==> src/rtl/slave_reg.sv <==
// ---------------------------------------------------------------------------
// slave_reg : bus slave register bank
//
// Word-addressed bank of NUM_REGS 32-bit registers behind a wait-state FSM.
// A request is captured in IDLE, held for WAIT_CYCLES wait states, then
// answered in RESP with a one-cycle ready strobe. Writes commit at the end of
// RESP, so a read on the next transfer already sees the new value.
//
// Parameters
//   NUM_REGS    number of registers (power of two, 2..256)
//   BASE_ADDR   byte address of register 0 (4-byte aligned)
//   WAIT_CYCLES wait states between capture and response (0..15)
//
// Ports
//   clk         clock, rising edge
//   reset       asynchronous active-low reset
//   valid       request valid, held by the master until ready
//   read/write  request type (both set = decode error, neither = null)
//   addr        byte address
//   write_data  write payload
//   ready       registered one-cycle completion strobe
//   read_data   registered read result, zero whenever ready is low
//   err         (SLAVE_REG_ERR_EN only) miss or read+write, with ready
//
// Optional feature: define SLAVE_REG_ERR_EN to add the err output.
// ---------------------------------------------------------------------------
module slave_reg #(
  parameter int          NUM_REGS    = 16,
  parameter logic [15:0] BASE_ADDR   = 16'h0000,
  parameter int          WAIT_CYCLES = 1
) (
  input  logic        clk,
  input  logic        reset,
  input  logic        valid,
  input  logic        read,
  input  logic        write,
  input  logic [15:0] addr,
  input  logic [31:0] write_data,
  output logic        ready,
  output logic [31:0] read_data
`ifdef SLAVE_REG_ERR_EN
  ,
  output logic        err
`endif
);

  localparam int          IDX_W    = $clog2(NUM_REGS);
  localparam logic [16:0] SPAN     = 17'(4 * NUM_REGS);
  localparam logic [3:0]  CNT_INIT = (WAIT_CYCLES > 0) ? 4'(WAIT_CYCLES - 1) : 4'd0;

  typedef enum logic [1:0] {
    S_IDLE = 2'd0,
    S_WAIT = 2'd1,
    S_RESP = 2'd2
  } state_t;

  typedef struct packed {
    logic        rd;
    logic        wr;
    logic [15:0] addr;
    logic [31:0] wdata;
  } req_t;

  state_t                     state_q, state_d;
  logic [3:0]                 cnt_q, cnt_d;
  req_t                       req_q, req_d;
  logic [NUM_REGS-1:0][31:0]  regs_q, regs_d;
  logic                       ready_q, ready_d;
  logic [31:0]                rdata_q, rdata_d;
`ifdef SLAVE_REG_ERR_EN
  logic                       err_q, err_d;
`endif

  // Decode signals
  logic [16:0]      off;
  logic             hit;
  logic [IDX_W-1:0] idx;
  logic             go_resp;

  // Request capture: only in IDLE; later bus activity is ignored.
  always_comb begin
    req_d = req_q;
    if (state_q == S_IDLE && valid) begin
      req_d.rd    = read;
      req_d.wr    = write;
      req_d.addr  = addr;
      req_d.wdata = write_data;
    end
  end

  // Decode works on req_d: in the capture cycle that is the live request
  // (needed when WAIT_CYCLES=0), otherwise it equals the held request.
  // A 17-bit subtract makes addresses below BASE_ADDR wrap above SPAN.
  always_comb begin
    off = {1'b0, req_d.addr} - {1'b0, BASE_ADDR};
    hit = (off < SPAN) && (req_d.addr[1:0] == 2'b00);
    idx = off[IDX_W+1:2];
  end

  // FSM next state / outputs
  always_comb begin
    state_d = state_q;
    cnt_d   = cnt_q;
    regs_d  = regs_q;
    ready_d = 1'b0;
    rdata_d = 32'h0;
    go_resp = 1'b0;
`ifdef SLAVE_REG_ERR_EN
    err_d   = 1'b0;
`endif

    case (state_q)
      S_IDLE: begin
        if (valid) begin
          if (WAIT_CYCLES == 0) begin
            go_resp = 1'b1;
          end else begin
            cnt_d   = CNT_INIT;
            state_d = S_WAIT;
          end
        end
      end
      S_WAIT: begin
        if (cnt_q == 4'd0) go_resp = 1'b1;
        else               cnt_d   = cnt_q - 4'd1;
      end
      S_RESP: begin
        state_d = S_IDLE;
        if (req_q.wr && !req_q.rd && hit) regs_d[idx] = req_q.wdata;
      end
      default: state_d = S_IDLE;
    endcase

    // Outputs are registered, so they are computed on the edge that
    // enters RESP and are valid for exactly that one cycle.
    if (go_resp) begin
      state_d = S_RESP;
      ready_d = 1'b1;
      if (req_d.rd && !req_d.wr && hit) rdata_d = regs_q[idx];
`ifdef SLAVE_REG_ERR_EN
      // Null transfers are never errors, whatever their address.
      err_d = (req_d.rd && req_d.wr) || ((req_d.rd || req_d.wr) && !hit);
`endif
    end
  end

  always_ff @(posedge clk or negedge reset) begin
    if (!reset) begin
      state_q <= S_IDLE;
      cnt_q   <= 4'd0;
      req_q   <= '0;
      regs_q  <= '0;
      ready_q <= 1'b0;
      rdata_q <= 32'h0;
`ifdef SLAVE_REG_ERR_EN
      err_q   <= 1'b0;
`endif
    end else begin
      state_q <= state_d;
      cnt_q   <= cnt_d;
      req_q   <= req_d;
      regs_q  <= regs_d;
      ready_q <= ready_d;
      rdata_q <= rdata_d;
`ifdef SLAVE_REG_ERR_EN
      err_q   <= err_d;
`endif
    end
  end

  assign ready     = ready_q;
  assign read_data = rdata_q;
`ifdef SLAVE_REG_ERR_EN
  assign err       = err_q;
`endif

endmodule

==> config.mk <==
export PLATFORM = sky130hd
export DESIGN_NAME = slave_reg
export DESIGN_NICKNAME = d
export VERILOG_FILES = /design/src/rtl/slave_reg.sv
export SDC_FILE = /design/constraint.sdc
export NUM_CORES = 1
export LEC_CHECK = 0
export ABC_AREA = 0
export BUFFER_PORTS_ARGS = -buffer_cell sky130_fd_sc_hd__buf_2
export CAP_MARGIN = 20
export CORE_ASPECT_RATIO = 1.4
export CORE_MARGIN = 3
export CORE_UTILIZATION = 56
export DETAILED_ROUTE_END_ITERATION = 10
export PLACE_DENSITY = 0.76
export SETUP_SLACK_MARGIN = 0.1
export SYNTH_ARGS = -nofsm -noshare
export SYNTH_HDL_FRONTEND = slang
export SYNTH_SLANG_ARGS = --single-unit
==> constraint.sdc <==
create_clock -name clk -period 2.3 [get_ports clk]
set_clock_uncertainty 0.05 [all_clocks]
set_input_delay 0.115 -clock clk [delete_from_list [all_inputs] [get_ports clk]]
set_output_delay 0.115 -clock clk [all_outputs]
set_load 0.1 [all_outputs]
==> flow_summary_export.csv, run 1 <==
group,metric,value,unit
setup_path,critical_path_buf_inv_count,3,
synth,yosys.area.top_type,"dfrtp_1",
timing,rsz0062_at_grt,"yes",
detailed_routing,num_vias,20600,
synth,synth_edf_count,0,
final_layout,syn2layout_area_growth,30.5,%
clocking,cts-root-buf,"clkbuf_16",
timing,tightest_slew,683,ps
final_layout,nFillCells,2665,
synth,yosys.area_share.adder,0.0926,%
setup_path,crit_path_end,"regs_q[336]",
setup_path,reg2reg_slack,-340,ps
setup_path,timing.rr.start,"state_q[0]",
setup_path,path_class,"reg -> reg",
setup_path,cp-end-kind,"flop",
clocking,h-tree-depth,2,
setup_path,crit_chain,"or3b_4 -> mux2i_4 -> buf_4 -> nor3_2 -> buf_4 -> nand3_2 -> buf_12 -> mux2_2",
final_layout,final_nets,2505,
grt,grt_max_degree,86,
setup_path,arrival,3070,ps
die,die_y,266,um
setup_path,startpoint,"state_q[0]",
clocking,clkLatencyLatePin,610,ps
detailed_routing,drt-initial-drc-count,1820,
pwr,leakage,17.7,nW
pwr,sequentialPowerShare,34.1,%
setup_path,cp.required,2730,ps
pwr,p_total,36.8,mW
pwr,power_frac_clock,27.4,%
timing,hold_viol_final,1,
die,start_util,57.0,%
place,place_congestion,0.841,
synth,synthCells,2185,
detailed_routing,wl,88200,um
setup_path,worstRegToRegCells,8,
synth,ys_warn_count,0,
grt,gr-usage-all-layers,31.5,%
synth,synth_xor_area_share,0.0648,%
pwr,internal_power,23.0,mW
synth,yosys_register_bits,601,
status,status,"finished with violations",
detailed_routing,vias_per_cell,6.59,
timing,slew_violations,0,
place,dp.final_hpwl,44600,um
timing,period_minus_slack,2640,ps
timing,max_slew_margin,54.5,%
clocking,clk_pin_slew,60,ps
synth,syn_area_per_cell,12.4,um^2
synth,synth.area.top_cells,"dfrtp_1 56%, mux2_2 21%, a221oi_1 5.2%",
setup_path,cpMaxStageDelayCell,"or3b_4",
grt,grt_pass1_wl,124000,um
detailed_routing,drt_pass1_iterations,6,
pwr,power.density,1040,nW/um^2
setup_path,worstPathMaxFanout,19,
place,port_buffers,85,
detailed_routing,detail-route-antenna-nets,0,
grt,grt-ovfl-total,0,
clocking,clkSinkCount,601,
synth,synthTopCellsByCount,"601 x dfrtp_1, 504 x mux2_2, 253 x nand2_1",
place,place_ws,-354,ps
synth,synth-compound-area-share,10.5,%
synth,synthMuxAreaShare,23.1,%
synth,synth_ff_type,"dfrtp_1",
detailed_routing,remaining_drc_errors,0,
die,die-area,51000,um^2
clocking,clk_path_buf_depth,3,
synth,syn_nets,2240,
timing,fmax,0.379,GHz
die,rows,94,
setup_path,cp_top_family,"simple AND/OR/NAND/NOR gates",
place,placedInstanceArea,30300,um^2
hold_path,hp-class,"in -> async",
pwr,peakVddDrop,0.785,mV
die,core-area,47400,um^2
flow_run,cap_viol_max_count,0,
final_layout,fin_area,35300,um^2
grt,grt_pass1_vias,21300,
pwr,p_switching,13.7,mW
synth,synthArstFlopShare,100,%
timing,finalSetupViolCount,544,
setup_path,startpoint_type,"flop",
final_layout,layout-drive-gt1-share,46.4,%
setup_path,path_depth,8,
setup_path,max_stage_delay,500,ps
timing,hold_ws,-0.631,ps
die,ios,86,
clocking,cts-buffers-inserted,56,
status,violations,"negative hold slack, negative setup slack",
synth,synth.top_cell.area_share,55.7,%
synth,synth.yosys.seq_area_share,55.7,%
setup_path,reg2reg_to,"regs_q[336]",
synth,synth_top_family_by_area,"multiplexers",
timing,fin_crit_sh,115,%
die,die_w,192,um
grt,antenna_found_initial,0,
synth,synthMostInstantiatedCell,"dfrtp_1",
synth,synth_cell_types,41,
timing,layout_setup_ws,-341,ps
pwr,p_sw_share,37.3,%
synth,yosys.area_share.simple,7.60,%
pwr,comb_power_share,38.4,%
synth,netlist_area,27000,um^2
detailed_routing,routedWlPerCell,28.3,um
final_layout,fin_util,74.4,%
setup_path,crit_path_frequent_cell,"buf_4",
clocking,cts_tree,"done",
[power by group through the flow]
stage	sequential [mW]	combinational (mW)	clock (mW)
finish	12.6	14.1	10.1
floorplan	11.8	6.74	0
detailed placement	12.6	10.3	0
global placement	12.6	10.2	0
CTS	12.5	12.3	10.1
global route	12.7	14.7	10.6
[registers in the layout, indices dropped and copies added (netlist names)]
register,count
cnt_q,4
read_data,32
ready,1
regs_q,512
req_q,50
state_q,2
[cell type report]
cell class                 count  area [um^2]  share of cell area (%)
sequential                   601        15000                    42.7
multi-input combinational   1379        12600                    35.6
timing repair buffer         407         4870                    13.8
clock buffer                  79         1630                    4.62
tap                          624          781                    2.21
clock inverter                24          358                    1.01
inverter                       5         28.8                  0.0816
antenna                        1         2.50                 0.00710
[what timing repair did]
| item | in CTS | in global routing |
|---|---|---|
| hold buffers | 50 | 0 |
| buffers inserted | 40 | 26 |
| pin swaps | 52 | 49 |
| gates resized for setup | 107 | 110 |
| cloned | 17 | 22 |
| endpoints found under the hold margin | 650 | 0 |
| setup endpoints to repair | 544 | 544 |
[logic make-up (layout without fill, tap and decap cells)]
kind of cell,after synthesis,in the layout
flops,601,601
mux,557,557
simple gates,431,431
compound gates,387,387
buf+inv,205,515
fa+ha+maj,2,2
xor+xnor,2,2
other cells,0,1
[metal layers]
layer  GRT usage [%]  vias up  share of wire [%]
li1                -     8527                  -
met3            4.36      369                7.1
met4            13.1        0                6.1
met5               0        -                  0
met2            53.9     1032                 49
met1            40.4    10600                 37
[how the worst min path moves through the flow]
stage | slack [ps] | cells after the start | from | endpoint
2_1_floorplan | -230 | 0 | reset | cnt_q[0]
3_5_place_dp | 60 | 1 | reset | regs_q[344]
4_1_cts | 5 | 2 | reset | regs_q[344]
3_3_place_gp | 60 | 1 | reset | regs_q[344]
6_report | -0.6 | 2 | reset | regs_q[344]
5_1_grt | 30 | 2 | reset | regs_q[344]
[stage by stage]
step	TNS (ps)	std cells
5_1_grt	-154610	3119
6_report	-133780	3120
3_5_place_dp	-81780	2864
3_3_place_gp	-63120	2864
2_1_floorplan	-24410	2185
4_1_cts	-77870	3074
[worst register-to-register path, delay by kind of cell (launching register included)]
| kind | cells | cell delay (ps) |
|---|---|---|
| AND/OR/NAND/NOR | 3 | 860 |
| multiplexers | 2 | 570 |
| flip-flops | 1 | 410 |
| buffers and inverters | 3 | 630 |
[layout by cell type, fill, tap and decap left out, types with 5 or more instances in the layout]
| cell type | netlist | layout |
|---|---|---|
| a221oi_2 | 0 | 126 |
| nand2_1 | 253 | 245 |
| buf_4 | 0 | 113 |
| clkbuf_1 | 130 | 10 |
| nand2_4 | 0 | 5 |
| o21ai_1 | 0 | 57 |
| mux2i_1 | 42 | 39 |
| buf_16 | 0 | 19 |
| nor2b_1 | 129 | 129 |
| a21oi_2 | 0 | 10 |
| buf_6 | 0 | 29 |
| a21oi_1 | 94 | 81 |
| buf_8 | 0 | 19 |
| buf_12 | 0 | 72 |
| mux2_4 | 0 | 13 |
| o2111a_1 | 31 | 30 |
| dfrtp_1 | 601 | 601 |
| clkinv_2 | 0 | 11 |
| nor4_1 | 7 | 6 |
| a221oi_4 | 0 | 8 |
| buf_2 | 39 | 84 |
| dlygate4sd3_1 | 0 | 50 |
| clkbuf_16 | 0 | 76 |
| a221oi_1 | 159 | 25 |
| bufinv_16 | 0 | 9 |
| clkbuf_8 | 0 | 13 |
| nand3_1 | 18 | 6 |
| a22oi_1 | 32 | 31 |
| mux2_2 | 504 | 499 |
| nand3_4 | 0 | 8 |
| nor2_1 | 5 | 5 |
No activity file was read; power rests on OpenSTA's default activity.
==> run 2: changes to the inputs <==
SKIP_LAST_GASP = 1   (was default)
==> run 2 against run 1 <==
  * The run still ends with negative hold slack, negative setup slack left
  * First-iteration DRC count fell by 2.9%
  * Flip-flop and latch count unchanged
  * Clock-buffer cell count unchanged
  * Non-clock buffer count is 4 lower
  * Fmax increased by 2.3%
  * Register-to-register slack improved by 60 ps
  * Utilization fell by 0.31 points
  * Sequential power is essentially flat
  * Die area stayed put
  * Design area is 0.42% lower
  * Clock power about the same
  * Cell count decreased by 0.16%
  * Critical endpoint is now regs_q[114]
==> flow_summary_export.csv, run 2 (same netlist as run 1, synthesis figures left out) <==
group,metric,value,unit
pwr,sequentialPowerShare,34.1,%
die,die-area,51000,um^2
place,dp.final_hpwl,44600,um
final_layout,diodes,0,
final_layout,most-common-layout-cells,"601 x dfrtp_1, 501 x mux2_2, 245 x nand2_1",
die,start_util,57.0,%
timing,finalSetupViolCount,544,
timing,rsz0062_at_grt,"yes",
die,die_w,192,um
setup_path,max_stage_delay,500,ps
timing,max_slew_margin,56.0,%
final_layout,seq_area,15000,um^2
setup_path,cp_top_family,"simple AND/OR/NAND/NOR gates",
detailed_routing,remaining_drc_errors,0,
final_layout,layout-drive-gt1-share,46.1,%
clocking,h-tree-depth,2,
timing,fmax,0.387,GHz
final_layout,final_nets,2501,
clocking,clkLatencyLatePin,610,ps
final_layout,fin_util,74.1,%
die,die_y,266,um
status,violations,"negative hold slack, negative setup slack",
die,core-area,47400,um^2
setup_path,path_class,"reg -> reg",
detailed_routing,vias_per_cell,6.51,
setup_path,crit_chain,"or3b_4 -> buf_6 -> or3_4 -> o31ai_4 -> nand3_4 -> buf_4 -> buf_12 -> mux2_4",
grt,gr-usage-all-layers,31.5,%
detailed_routing,routedWlPerCell,27.5,um
hold_path,hp-class,"in -> async",
detailed_routing,num_vias,20300,
pwr,p_sw_share,37.0,%
clocking,cts-root-buf,"clkbuf_16",
grt,grt_pass1_wl,124000,um
place,port_buffers,85,
detailed_routing,drt_pass1_iterations,5,
setup_path,critical_path_buf_inv_count,3,
pwr,peakVddDrop,0.783,mV
final_layout,layout.cells.non_filler,3115,
final_layout,largest_register_ffs,512,
place,place_ws,-354,ps
setup_path,path_depth,8,
final_layout,syn2layout_area_growth,29.9,%
final_layout,multi_input_area,12500,um^2
setup_path,cp-end-kind,"flop",
setup_path,arrival,3010,ps
grt,antenna_found_initial,0,
detailed_routing,detail-route-antenna-nets,0,
final_layout,final_common_cell,"dfrtp_1",
pwr,power.density,1050,nW/um^2
clocking,cts_tree,"done",
clocking,clk_pin_slew,60,ps
status,status,"finished with violations",
timing,slew_violations,0,
setup_path,worstPathMaxFanout,6,
grt,grt_max_degree,86,
timing,period_minus_slack,2580,ps
timing,fin_crit_sh,112,%
pwr,p_switching,13.6,mW
timing,tightest_slew,660,ps
setup_path,worstRegToRegCells,8,
clocking,clkSinkCount,601,
clocking,cts-buffers-inserted,56,
die,ios,86,
clocking,clk_path_buf_depth,3,
timing,layout_setup_ws,-281,ps
setup_path,startpoint_type,"flop",
pwr,power_frac_clock,27.5,%
flow_run,cap_viol_max_count,0,
pwr,leakage,17.6,nW
final_layout,nFillCells,2725,
setup_path,cpMaxStageDelayCell,"or3b_4",
detailed_routing,drt-initial-drc-count,1767,
place,dpl.cell_count,2864,
die,rows,94,
final_layout,top_register,"regs_q",
pwr,internal_power,23.1,mW
pwr,comb_power_share,38.4,%
timing,hold_viol_final,1,
detailed_routing,wl,85800,um
setup_path,cp.required,2730,ps
place,place_congestion,0.841,
timing,hold_ws,-1.65,ps
grt,grt-ovfl-total,0,
grt,grt_pass1_vias,21300,
timing,fin_setup_tns,-111320,ps
## run 2: repair_timing
item,CTS,global route
setup endpoints to repair,544,544
buffers inserted,40,25
hold buffers,50,0
pin swaps,40,61
resized for setup,94,105
hold endpoints to repair,650,0
gates cloned,17,19
## run 2: layout make-up
| cell class | instances | area share (%) |
|---|---|---|
| sequential | 601 | 42.8 |
| multi-input combinational | 1379 | 35.6 |
| timing repair buffer | 403 | 13.6 |
| clock buffer | 79 | 4.64 |
| tap | 624 | 2.22 |
| clock inverter | 24 | 1.02 |
| inverter | 5 | 0.0820 |
## run 2: power by group through the flow
stage / combinational (mW) / clock, mW / sequential [mW]
finish: 14.1 / 10.1 / 12.5
global route: 14.7 / 10.6 / 12.7
CTS: 12.3 / 10.1 / 12.5
detailed placement: 10.3 / 0 / 12.6
global placement: 10.2 / 0 / 12.6
floorplan: 6.74 / 0 / 11.8
## run 2: path summary, 6_finish.rpt
path | from | endpoint | slack, ps
max in group asynchronous | reset | read_data[13] | 1320
min in group clk | valid | req_q[43] | 180
hold / removal | reset | regs_q[344] | -2
setup / recovery | state_q[0] | regs_q[114] | -280
setup reg to reg | state_q[0] | regs_q[114] | -280
hold reg to reg | req_q[43] | req_q[43] | 440
## run 2: metrics by stage
stage / power (mW) / area (um^2) / hold WS [ps]
finish: 36.7 / 35100 / -1.65
global route: 37.9 / 35100 / 40.2
CTS: 34.9 / 34000 / 5.24
detailed placement: 23.0 / 30300 / 61.5
global placement: 22.8 / 30300 / 55.4
floorplan: 18.5 / 28100 / -231
## run 2: routing by layer
metal  part of all wire (%)  track usage (%)  routed length (um)  vias to the layer above
met5                      0                0                   0                        -
met1                     38             40.0               32300                    10500
li1                       -                -                   -                     8494
met3                    6.5             4.50                5590                      320
met4                    5.6             13.8                4770                        0
met2                     50             53.7               43100                      951
